$ cat src/rtl/rsa_pkg.sv
`default_nettype none
// +----------------------------------------------------------------------+
// | rsa_pkg : shared types and defaults for the RSA job sequencer        |
// | Rev 1.0                                                              |
// +----------------------------------------------------------------------+
package rsa_pkg;

  localparam int DEFAULT_WIDTH          = 128;
  localparam int DEFAULT_TIMEOUT_CYCLES = 65535;

  typedef enum logic [2:0] {
    ST_IDLE      = 3'd0,
    ST_INV_PULSE = 3'd1,
    ST_INV_WAIT  = 3'd2,
    ST_EXP_PULSE = 3'd3,
    ST_EXP_WAIT  = 3'd4,
    ST_RESP      = 3'd5
  } state_e;

endpackage
`default_nettype wire

$ cat src/rtl/rsa_key_cache.sv
`default_nettype none
// +----------------------------------------------------------------------+
// | rsa_key_cache : remembers the key of the last completed inverter run |
// | Rev 1.0                                                              |
// +----------------------------------------------------------------------+
module rsa_key_cache
  import rsa_pkg::*;
#(
  parameter int WIDTH = DEFAULT_WIDTH
) (
  input  logic             clk,
  input  logic             reset_n,
  input  logic             store_i,
  input  logic             invalidate_i,
  input  logic [WIDTH-1:0] st_p_i,
  input  logic [WIDTH-1:0] st_q_i,
  input  logic             st_ed_i,
  input  logic [WIDTH-1:0] lk_p_i,
  input  logic [WIDTH-1:0] lk_q_i,
  input  logic             lk_ed_i,
  output logic             hit_o
);

  logic [WIDTH-1:0] key_p_q;
  logic [WIDTH-1:0] key_q_q;
  logic             key_ed_q;
  logic             key_valid_q;

  always_ff @(posedge clk or negedge reset_n) begin
    if (!reset_n) begin
      key_p_q     <= '0;
      key_q_q     <= '0;
      key_ed_q    <= 1'b0;
      key_valid_q <= 1'b0;
    end else if (invalidate_i) begin
      key_valid_q <= 1'b0;
    end else if (store_i) begin
      key_p_q     <= st_p_i;
      key_q_q     <= st_q_i;
      key_ed_q    <= st_ed_i;
      key_valid_q <= 1'b1;
    end
  end

  assign hit_o = key_valid_q && (lk_p_i == key_p_q) && (lk_q_i == key_q_q)
                 && (lk_ed_i == key_ed_q);

endmodule
`default_nettype wire

$ cat src/rtl/rsa_job_sequencer.sv
`default_nettype none
// +----------------------------------------------------------------------+
// | rsa_job_sequencer : drives the RSA control core through inverter and |
// | mod_exp phases for one request/response job at a time. Rev 1.0       |
// +----------------------------------------------------------------------+
module rsa_job_sequencer
  import rsa_pkg::*;
#(
  parameter int WIDTH          = DEFAULT_WIDTH,
  parameter int TIMEOUT_CYCLES = DEFAULT_TIMEOUT_CYCLES
) (
  input  logic               clk,
  input  logic               reset_n,
  input  logic               req_valid,
  output logic               req_ready,
  input  logic [WIDTH-1:0]   req_p,
  input  logic [WIDTH-1:0]   req_q,
  input  logic               req_encrypt_decrypt,
  input  logic [2*WIDTH-1:0] req_msg,
  output logic               resp_valid,
  input  logic               resp_ready,
  output logic [2*WIDTH-1:0] resp_msg,
  output logic               resp_error,
  output logic               busy,
  output logic [WIDTH-1:0]   core_p,
  output logic [WIDTH-1:0]   core_q,
  output logic               core_encrypt_decrypt,
  output logic [2*WIDTH-1:0] core_msg_in,
  output logic               core_reset_inverter,
  output logic               core_reset_mod_exp,
  input  logic               core_inverter_finish,
  input  logic               core_mod_exp_finish,
  input  logic [2*WIDTH-1:0] core_msg_out
);

  localparam int             CNT_W    = (TIMEOUT_CYCLES > 2) ? $clog2(TIMEOUT_CYCLES) : 1;
  localparam logic [CNT_W-1:0] CNT_LAST = CNT_W'(TIMEOUT_CYCLES - 1);

  state_e             state_q, state_d;
  logic [CNT_W-1:0]   cnt_q, cnt_d;
  logic [WIDTH-1:0]   p_q, p_d, q_q, q_d;
  logic               ed_q, ed_d;
  logic [2*WIDTH-1:0] msg_q, msg_d;
  logic [2*WIDTH-1:0] resp_msg_q, resp_msg_d;
  logic               resp_error_q, resp_error_d;
  logic               key_store, key_inval, key_hit;

  rsa_key_cache #(.WIDTH(WIDTH)) u_key_cache (
    .clk          (clk),
    .reset_n      (reset_n),
    .store_i      (key_store),
    .invalidate_i (key_inval),
    .st_p_i       (p_q),
    .st_q_i       (q_q),
    .st_ed_i      (ed_q),
    .lk_p_i       (req_p),
    .lk_q_i       (req_q),
    .lk_ed_i      (req_encrypt_decrypt),
    .hit_o        (key_hit)
  );

  always_ff @(posedge clk or negedge reset_n) begin
    if (!reset_n) begin
      state_q <= ST_IDLE;
    end else begin
      state_q <= state_d;
    end
  end

  always_ff @(posedge clk or negedge reset_n) begin
    if (!reset_n) begin
      cnt_q        <= '0;
      p_q          <= '0;
      q_q          <= '0;
      ed_q         <= 1'b0;
      msg_q        <= '0;
      resp_msg_q   <= '0;
      resp_error_q <= 1'b0;
    end else begin
      cnt_q        <= cnt_d;
      p_q          <= p_d;
      q_q          <= q_d;
      ed_q         <= ed_d;
      msg_q        <= msg_d;
      resp_msg_q   <= resp_msg_d;
      resp_error_q <= resp_error_d;
    end
  end

  // A wait cycle with cnt_q == 0 is the blank cycle: finish there may be stale.
  always_comb begin
    state_d      = state_q;
    cnt_d        = cnt_q;
    p_d          = p_q;
    q_d          = q_q;
    ed_d         = ed_q;
    msg_d        = msg_q;
    resp_msg_d   = resp_msg_q;
    resp_error_d = resp_error_q;
    key_store    = 1'b0;
    key_inval    = 1'b0;
    case (state_q)
      ST_IDLE: begin
        if (req_valid) begin
          p_d     = req_p;
          q_d     = req_q;
          ed_d    = req_encrypt_decrypt;
          msg_d   = req_msg;
          state_d = key_hit ? ST_EXP_PULSE : ST_INV_PULSE;
        end
      end
      ST_INV_PULSE: begin
        cnt_d   = '0;
        state_d = ST_INV_WAIT;
      end
      ST_INV_WAIT: begin
        if (core_inverter_finish && (cnt_q != '0)) begin
          key_store = 1'b1;
          state_d   = ST_EXP_PULSE;
        end else if (cnt_q == CNT_LAST) begin
          resp_msg_d   = '0;
          resp_error_d = 1'b1;
          key_inval    = 1'b1;
          state_d      = ST_RESP;
        end else begin
          cnt_d = cnt_q + 1'b1;
        end
      end
      ST_EXP_PULSE: begin
        cnt_d   = '0;
        state_d = ST_EXP_WAIT;
      end
      ST_EXP_WAIT: begin
        if (core_mod_exp_finish && (cnt_q != '0)) begin
          resp_msg_d   = core_msg_out;
          resp_error_d = 1'b0;
          state_d      = ST_RESP;
        end else if (cnt_q == CNT_LAST) begin
          resp_msg_d   = '0;
          resp_error_d = 1'b1;
          key_inval    = 1'b1;
          state_d      = ST_RESP;
        end else begin
          cnt_d = cnt_q + 1'b1;
        end
      end
      ST_RESP: begin
        if (resp_ready) begin
          state_d = ST_IDLE;
        end
      end
      default: state_d = ST_IDLE;
    endcase
  end

  assign req_ready            = (state_q == ST_IDLE);
  assign busy                 = (state_q != ST_IDLE);
  assign resp_valid           = (state_q == ST_RESP);
  assign resp_msg             = resp_msg_q;
  assign resp_error           = resp_error_q;
  assign core_p               = p_q;
  assign core_q               = q_q;
  assign core_encrypt_decrypt = ed_q;
  assign core_msg_in          = msg_q;
  assign core_reset_inverter  = (state_q == ST_INV_PULSE);
  assign core_reset_mod_exp   = (state_q == ST_EXP_PULSE);

endmodule
`default_nettype wire

$ cat config.mk
export PLATFORM = sky130hd
export DESIGN_NAME = rsa_job_sequencer
export DESIGN_NICKNAME = d
export VERILOG_FILES = /design/src/rtl/rsa_pkg.sv /design/src/rtl/rsa_key_cache.sv /design/src/rtl/rsa_job_sequencer.sv
export SDC_FILE = /design/constraint.sdc
export NUM_CORES = 2
export LEC_CHECK = 0
export CORE_AREA = 3 3 598 600
export CTS_CLUSTER_SIZE = 24
export DETAILED_ROUTE_END_ITERATION = 12
export DIE_AREA = 0 0 601 603
export HOLD_SLACK_MARGIN = 0.06
export PLACE_DENSITY_LB_ADDON = 0.12
export SETUP_SLACK_MARGIN = 0.4
export SKIP_CTS_REPAIR_TIMING = 1
export SLEW_MARGIN = 10
export SYNTH_ARGS = -nofsm -noshare
export SYNTH_HDL_FRONTEND = slang
export SYNTH_HIERARCHICAL = 1
export SYNTH_SLANG_ARGS = --single-unit
$ cat constraint.sdc
create_clock -name clk -period 6 [get_ports clk]
set_clock_uncertainty 0.1 [all_clocks]
set_input_delay 1.2 -clock clk [delete_from_list [all_inputs] [get_ports clk]]
set_output_delay 1.2 -clock clk [all_outputs]
set_load 0.01 [all_outputs]
-- Yosys cells after proc, flatten, opt, wreduce, memory -nomap -nowiden
Index checks and enable logic that the tools add are counted.
- bits in registers: 1047
- input bits: 775
- output and inout port bits: 775
- logic and storage cells: 71
- add/subtract/negate cells: 1
- equal/unequal tests: 13
- mux-type cells: 27
- bitwise gates (word level): 1
- reductions and logical operators: 17
- operators by type and width (cell ; count):
    256-bit two-way mux ; 3
    256-bit one-hot mux with 2 select lines ; 1
    128-bit equality test ; 2
    16-bit two-way mux ; 3
    16-bit one-hot mux with 3 select lines ; 1
    3-bit one-hot mux with 6 select lines ; 1
    16-bit by 1-bit adder with 16-bit output (second input constant) ; 1
    16-bit equality test (second input constant) ; 1
    16-bit nonzero test ; 1
    3-bit two-way mux ; 5
    1-bit two-way mux ; 10
    2-bit AND reduction ; 4
    3-bit by 2-bit equality test with 1-bit output (second input constant) ; 2
    3-bit equality test (second input constant) ; 2
    2-bit inequality test (second input constant) ; 3
    3-bit nonzero test ; 2
    1-bit logical AND ; 5
    1-bit one-hot mux with 2 select lines ; 2
    2-bit nonzero test ; 2
    3-bit by 1-bit equality test with 1-bit output (second input constant) ; 1
    3-bit zero test ; 1
    3-bit AND reduction ; 1
    2-bit two-way mux ; 1
    2-bit by 1-bit inequality test with 1-bit output (second input constant) ; 1
    other kinds (3) ; 3

-- Longest topological paths before layout
- word-level depth: 7
- depth in mapped cells: 13
- depth with buffers taken out: 9

-- Modules after synthesis
The synthesis kept the hierarchy.
- modules (own cells, without submodules) (module ; instances ; cells an instance ; area each (sq um)):
    rsa_job_sequencer ; 1 ; 2068 ; 30523.0
    rsa_key_cache ; 1 ; 1045 ; 12608.3

-- Least setup slack after synthesis
Ideal clock, no wire load.
- kind: input to register
- start: in core_mod_exp_finish
- end: reg u_key_cache.key_p_q[114]
- library setup time: 0.127 ns
- data arrival time: 2.892 ns
- data required time: 5.773 ns
- setup slack: 2.881 ns
- stages on the path: 9
- path buffers: 4
- cells stage by stage: inv_1 o21ai_1 a211oi_4 clkbuf_1 nor2b_1 buf_2 clkbuf_1 clkbuf_1 mux2_1
- longest elaborated chain between the ends: 5
- ends and longest elaborated chain (item ; RTL line ; RTL):
    from (decl) ; rsa_job_sequencer.sv:32 ; input logic core_mod_exp_finish,
    1-bit logical AND ; rsa_job_sequencer.sv:134 ; if (core_mod_exp_finish && (cnt_q != '0)) begin
    1-bit two-way mux ; rsa_job_sequencer.sv:134 ;
    1-bit one-hot mux with 2 select lines ; rsa_job_sequencer.sv:102 ; case (state_q)
    net key_inval ; rsa_job_sequencer.sv:46 ; logic key_store, key_inval, key_hit;
    1-bit inverter (no source line) ; n/a ;
    2-bit AND reduction (no source line) ; n/a ;
    to (signal assigned) ; rsa_key_cache.sv:38 ; key_p_q <= st_p_i;
    to (decl) ; rsa_key_cache.sv:24 ; logic [WIDTH-1:0] key_p_q;
The timed path passes the listed nets, and every way through them passes these cells.
A chain may end at the register's enable or synchronous reset.

-- Worst setup path after layout
- start: in req_q[87]
- end: reg state_q[1]
- longest elaborated chain between the ends: 6
- ends and longest elaborated chain (item ; RTL line ; RTL):
    from (decl) ; rsa_job_sequencer.sv:17 ; input logic [WIDTH-1:0] req_q,
    128-bit equality test ; rsa_key_cache.sv:45 ; assign hit_o = key_valid_q && (lk_p_i == key_p_q) && (lk_q_i == key_q_q)
    1-bit logical AND ; rsa_key_cache.sv:45 ;
    1-bit logical AND ; rsa_key_cache.sv:46 ; && (lk_ed_i == key_ed_q);
    net key_hit ; rsa_job_sequencer.sv:46 ;
    2-bit two-way mux ; rsa_job_sequencer.sv:109 ; state_d = key_hit ? ST_EXP_PULSE : ST_INV_PULSE;
    3-bit two-way mux ; rsa_job_sequencer.sv:104 ; if (req_valid) begin
    3-bit one-hot mux with 6 select lines ; rsa_job_sequencer.sv:102 ;
    to (signal assigned) ; rsa_job_sequencer.sv:66 ; state_q <= state_d;
    to (decl) ; rsa_job_sequencer.sv:39 ; state_e state_q, state_d;
The timed path passes the listed nets, and every way through them passes these cells. The select of a mux whose other input is x is not followed.

==> key figures <==
Clocking
  – Num CTS Buffers: 158
  – Clk slew on worst S/H paths: 0.05 ns
  – TritonCTS clock tree: yes
  – Clock Root Buffer: clkbuf_16
  – Clock tree buffer depth: 4
  – Skew-Pair Late Insertion Delay: 0.85 ns
  – Htree depth: 4
  – Clock sink count: 1047

Logic synthesis
  – Post-Synthesis Cells: 3113
  – Post-Syn Area per Cell: 13.9 sq um
  – Synth warn: 6
  – #FFs+latches synth: 1047
  – Ys async rst share: 100%
  – Top FF cell, synth: dfrtp_1
  – Netlist cell types: 57
  – Register area share after synthesis: 60.7%
  – Synth Cell Area: 0.0431 sq mm
  – Number of flops mapped to enable cells by yosys: 0
  – Syn Nets: 3891

Worst setup path
  – Critical path, cell by cell: clkdlybuf4s50_1 > xnor2_1 > nand4_1 > nor4_1 > nand4_1 > nor4_1 > and4_1 > nand2_1 > a221oi_1
  – CP max-delay cell: nand4_1
  – Crit path DAT: 5.22 ns
  – Critical path class: input pin to flip-flop
  – Crit-path max FO: 2
  – Required time of the critical path: 6.63 ns
  – Critical Path Max Stage Delay: 0.73 ns
  – CP Capture Type: flip-flop
  – Top delay family on crit path: simple AND/OR/NAND/NOR gates
  – Startpoint Class: input pin
  – WP buf/inv: 1

Flow run
  – MaxCap Viol Count: 0

Cells and area
  – Layout cells sized above 1: 18.4%
  – Nets: 5507
  – Area delta synth->final: 62.3%
  – Final Util: 19.8%
  – Fillers: 38200
  – Post-Layout Cell Count: 9636
  – Final cell area excluding filler cells: 0.0700 sq mm

Placement
  – Placed Cells incl. Taps: 9299
  – RD Place Congestion: 0.857
  – DP HPWL: 213 mm
  – Placed Instance Area: 0.0646 sq mm
  – Port Buffers: 1549

Global route
  – Grt ovf: 0
  – Initial antenna violation count: 182
  – Global-route wire length before repair: 350 mm
  – Vias in the first global route: 34700
  – Largest net degree at the start of global routing: 138
  – Tot GR Track Use: 14.3%

Detailed routing
  – 1st-iter DRT viols: 1418
  – Final ANT Viol Nets: 0
  – Via count: 32300
  – WL final: 267 mm
  – Drt pass-1 iters: 4
  – Vias/cell: 3.36
  – DR DRC count: 0
  – Drt wl/cell: 27.7 um

Floorplanning
  – Row count: 218
  – Core Footprint: 0.353 sq mm
  – Die H: 603 um
  – Die area: 0.362 sq mm
  – Chip width: 601 um
  – Initial core utilization: 12.2%
  – # IOs: 1550

Outcome
  – Status: complete, no violations

Timing
  – Slew margin rel.: 25.6%
  – TNS Setup: 0 ns
  – Worst-margin pin slew: 1.11 ns
  – RSZ-0062 raised after global routing: no
  – Pins Over Slew Limit: 0
  – Setup violators final: 0
  – Fin crit period: 4.59 ns
  – Hold WS: 0.318 ns
  – Fmax: 218 MHz
  – Crit share post-route: 76.4%
  – Final hold vios: 0

Hold path
  – Worst Hold Class: input pin to asynchronous set/reset pin

Power
  – Power Density: 561 mW/mm^2
  – Pleak: 29.3 nW
  – Worst VDD drop: 0.194 mV
## flip-flops by register name, summed over array words and instances, names as in the netlist
register,cells
cnt_q,16
core_encrypt_decrypt,1
core_msg_in,256
core_p,128
core_q,128
resp_error,1
resp_msg,256
state_q,3
u_key_cache/key_ed_q,1
u_key_cache/key_p_q,128
u_key_cache/key_q_q,128
u_key_cache/key_valid_q,1
## logic make-up (layout without fill, tap and decap cells)
logic type               count (synthesis)  in the layout  synth area share (%)
XOR/XNOR                               159            159                  3.23
other                                    0             57                     0
AND/OR/NAND/NOR                        504            504                  5.46
flip-flops                            1047           1047                  60.7
multiplexers                           989            989                  25.1
adder cells (fa/ha/maj)                  3              3                0.0870
buffers and inverters                  247           1983                  2.67
AO/OA/AOI/OAI                          164            164                  2.73
## worst register-to-register path: stages (launching register included)
cell and delay (ns):
dfrtp_1 0.38, xnor2_1 0.81, nand4_1 0.56, nor4_2 0.55, buf_4 0.24, nand4_1 0.20, nor3_1 0.25, and4_1 0.44
nand2_1 0.14, a221oi_1 0.26
## power by group
part / internal [mW] / total (mW) / switching (mW)
Sequential: 10.6 / 13.0 / 2.35
Clock: 5.84 / 9.73 / 3.89
Combinational: 8.42 / 16.6 / 8.13
Total: 24.9 / 39.2 / 14.4
## routing by layer
metal  GRT usage [%]  share of wire [%]  up-vias
met5               0               0.32        -
met4            5.83                4.2      142
met3            6.95                 10      448
met2            23.6                 48     1176
met1            15.6                 38    16300
li1                -                  -    14200
## synth_stat cells (all sizes together) (2+ instances only)
cell     instances  area, sq um
a2111o           3         33.8
a2111oi          8         82.6
a211oi           2         27.5
a21bo            2         20.0
a21o             2         15.0
a21oi           11         55.1
a221oi          10         87.6
a22o            12          105
a22oi            4         30.0
a31oi            3         18.8
a41o             4         40.0
and2             5         31.3
and3             4         25.0
and4             6         52.6
buf            132          722
clkbuf          25         93.8
clkinv           3         11.3
dfrtp         1047        26200
ha               3         37.5
inv             87          327
mux2           732         8240
mux2i          257         2570
nand2           54          203
nand2b          35          219
nand3            5         25.0
nand3b           2         15.0
nand4           42          263
nor2           274         1030
nor2b           23          144
nor3            10         50.1
nor4            32          213
nor4b            2         17.5
o2111ai         10         87.6
o21ai           46          230
o221ai           2         17.5
o22ai           26          163
o2bb2ai          8         70.1
o31ai            5         37.5
or3              4         25.0
or4              5         37.5
xnor2           85          744
xor2            74          648
## worst paths after layout
check / endpoint / slack, ns / cells after the start / start
setup / recovery: state_q[1] / 1.41 / 9 / req_q[87]
hold / removal: resp_msg[173] / 0.32 / 1 / reset_n
setup reg to reg: state_q[1] / 1.95 / 9 / u_key_cache/key_p_q[81]
hold reg to reg: resp_error / 0.38 / 1 / resp_error
max in group asynchronous: core_msg_in[197] / 4.15 / 2 / reset_n
min in group clk: resp_error / 0.38 / 1 / resp_error
## per-stage QoR
step | setup slack (ns) | total power [mW]
2_1_floorplan | 2.88 | 19.2
3_3_place_gp | 0.227 | 30.3
3_5_place_dp | 0.245 | 30.3
4_1_cts | 1.22 | 40.6
5_1_grt | 1.18 | 41.7
6_report | 1.41 | 39.2
## area by class of cell
type / instances / area, sq um / share of cell area [%]
Tap cell: 4730 / 5920 / 8.45
Sequential cell: 1047 / 26200 / 37.4
Inverter: 90 / 338 / 0.483
Multi-Input combinational cell: 1819 / 15800 / 22.6
Clock buffer: 237 / 4740 / 6.77
Antenna cell: 57 / 143 / 0.204
Timing Repair Buffer: 1613 / 16300 / 23.3
Clock inverter: 43 / 566 / 0.808
## layout by cell type, fill, tap and decap left out, drive strengths merged, types with 11 or more instances in the layout
cell / synthesis / routed
buf: 132 / 65
nor4: 32 / 32
nand4: 42 / 42
mux2i: 257 / 257
clkbuf: 25 / 237
nand2b: 35 / 35
o22ai: 26 / 26
diode: 0 / 57
nand2: 54 / 54
dfrtp: 1047 / 1047
xor2: 74 / 74
a21oi: 11 / 11
nor2b: 23 / 23
clkdlybuf4s50: 0 / 1548
clkinv: 3 / 29
o21ai: 46 / 46
inv: 87 / 90
xnor2: 85 / 85
a22o: 12 / 12
nor2: 274 / 274
mux2: 732 / 732
Power figures use the tool's default switching activity.
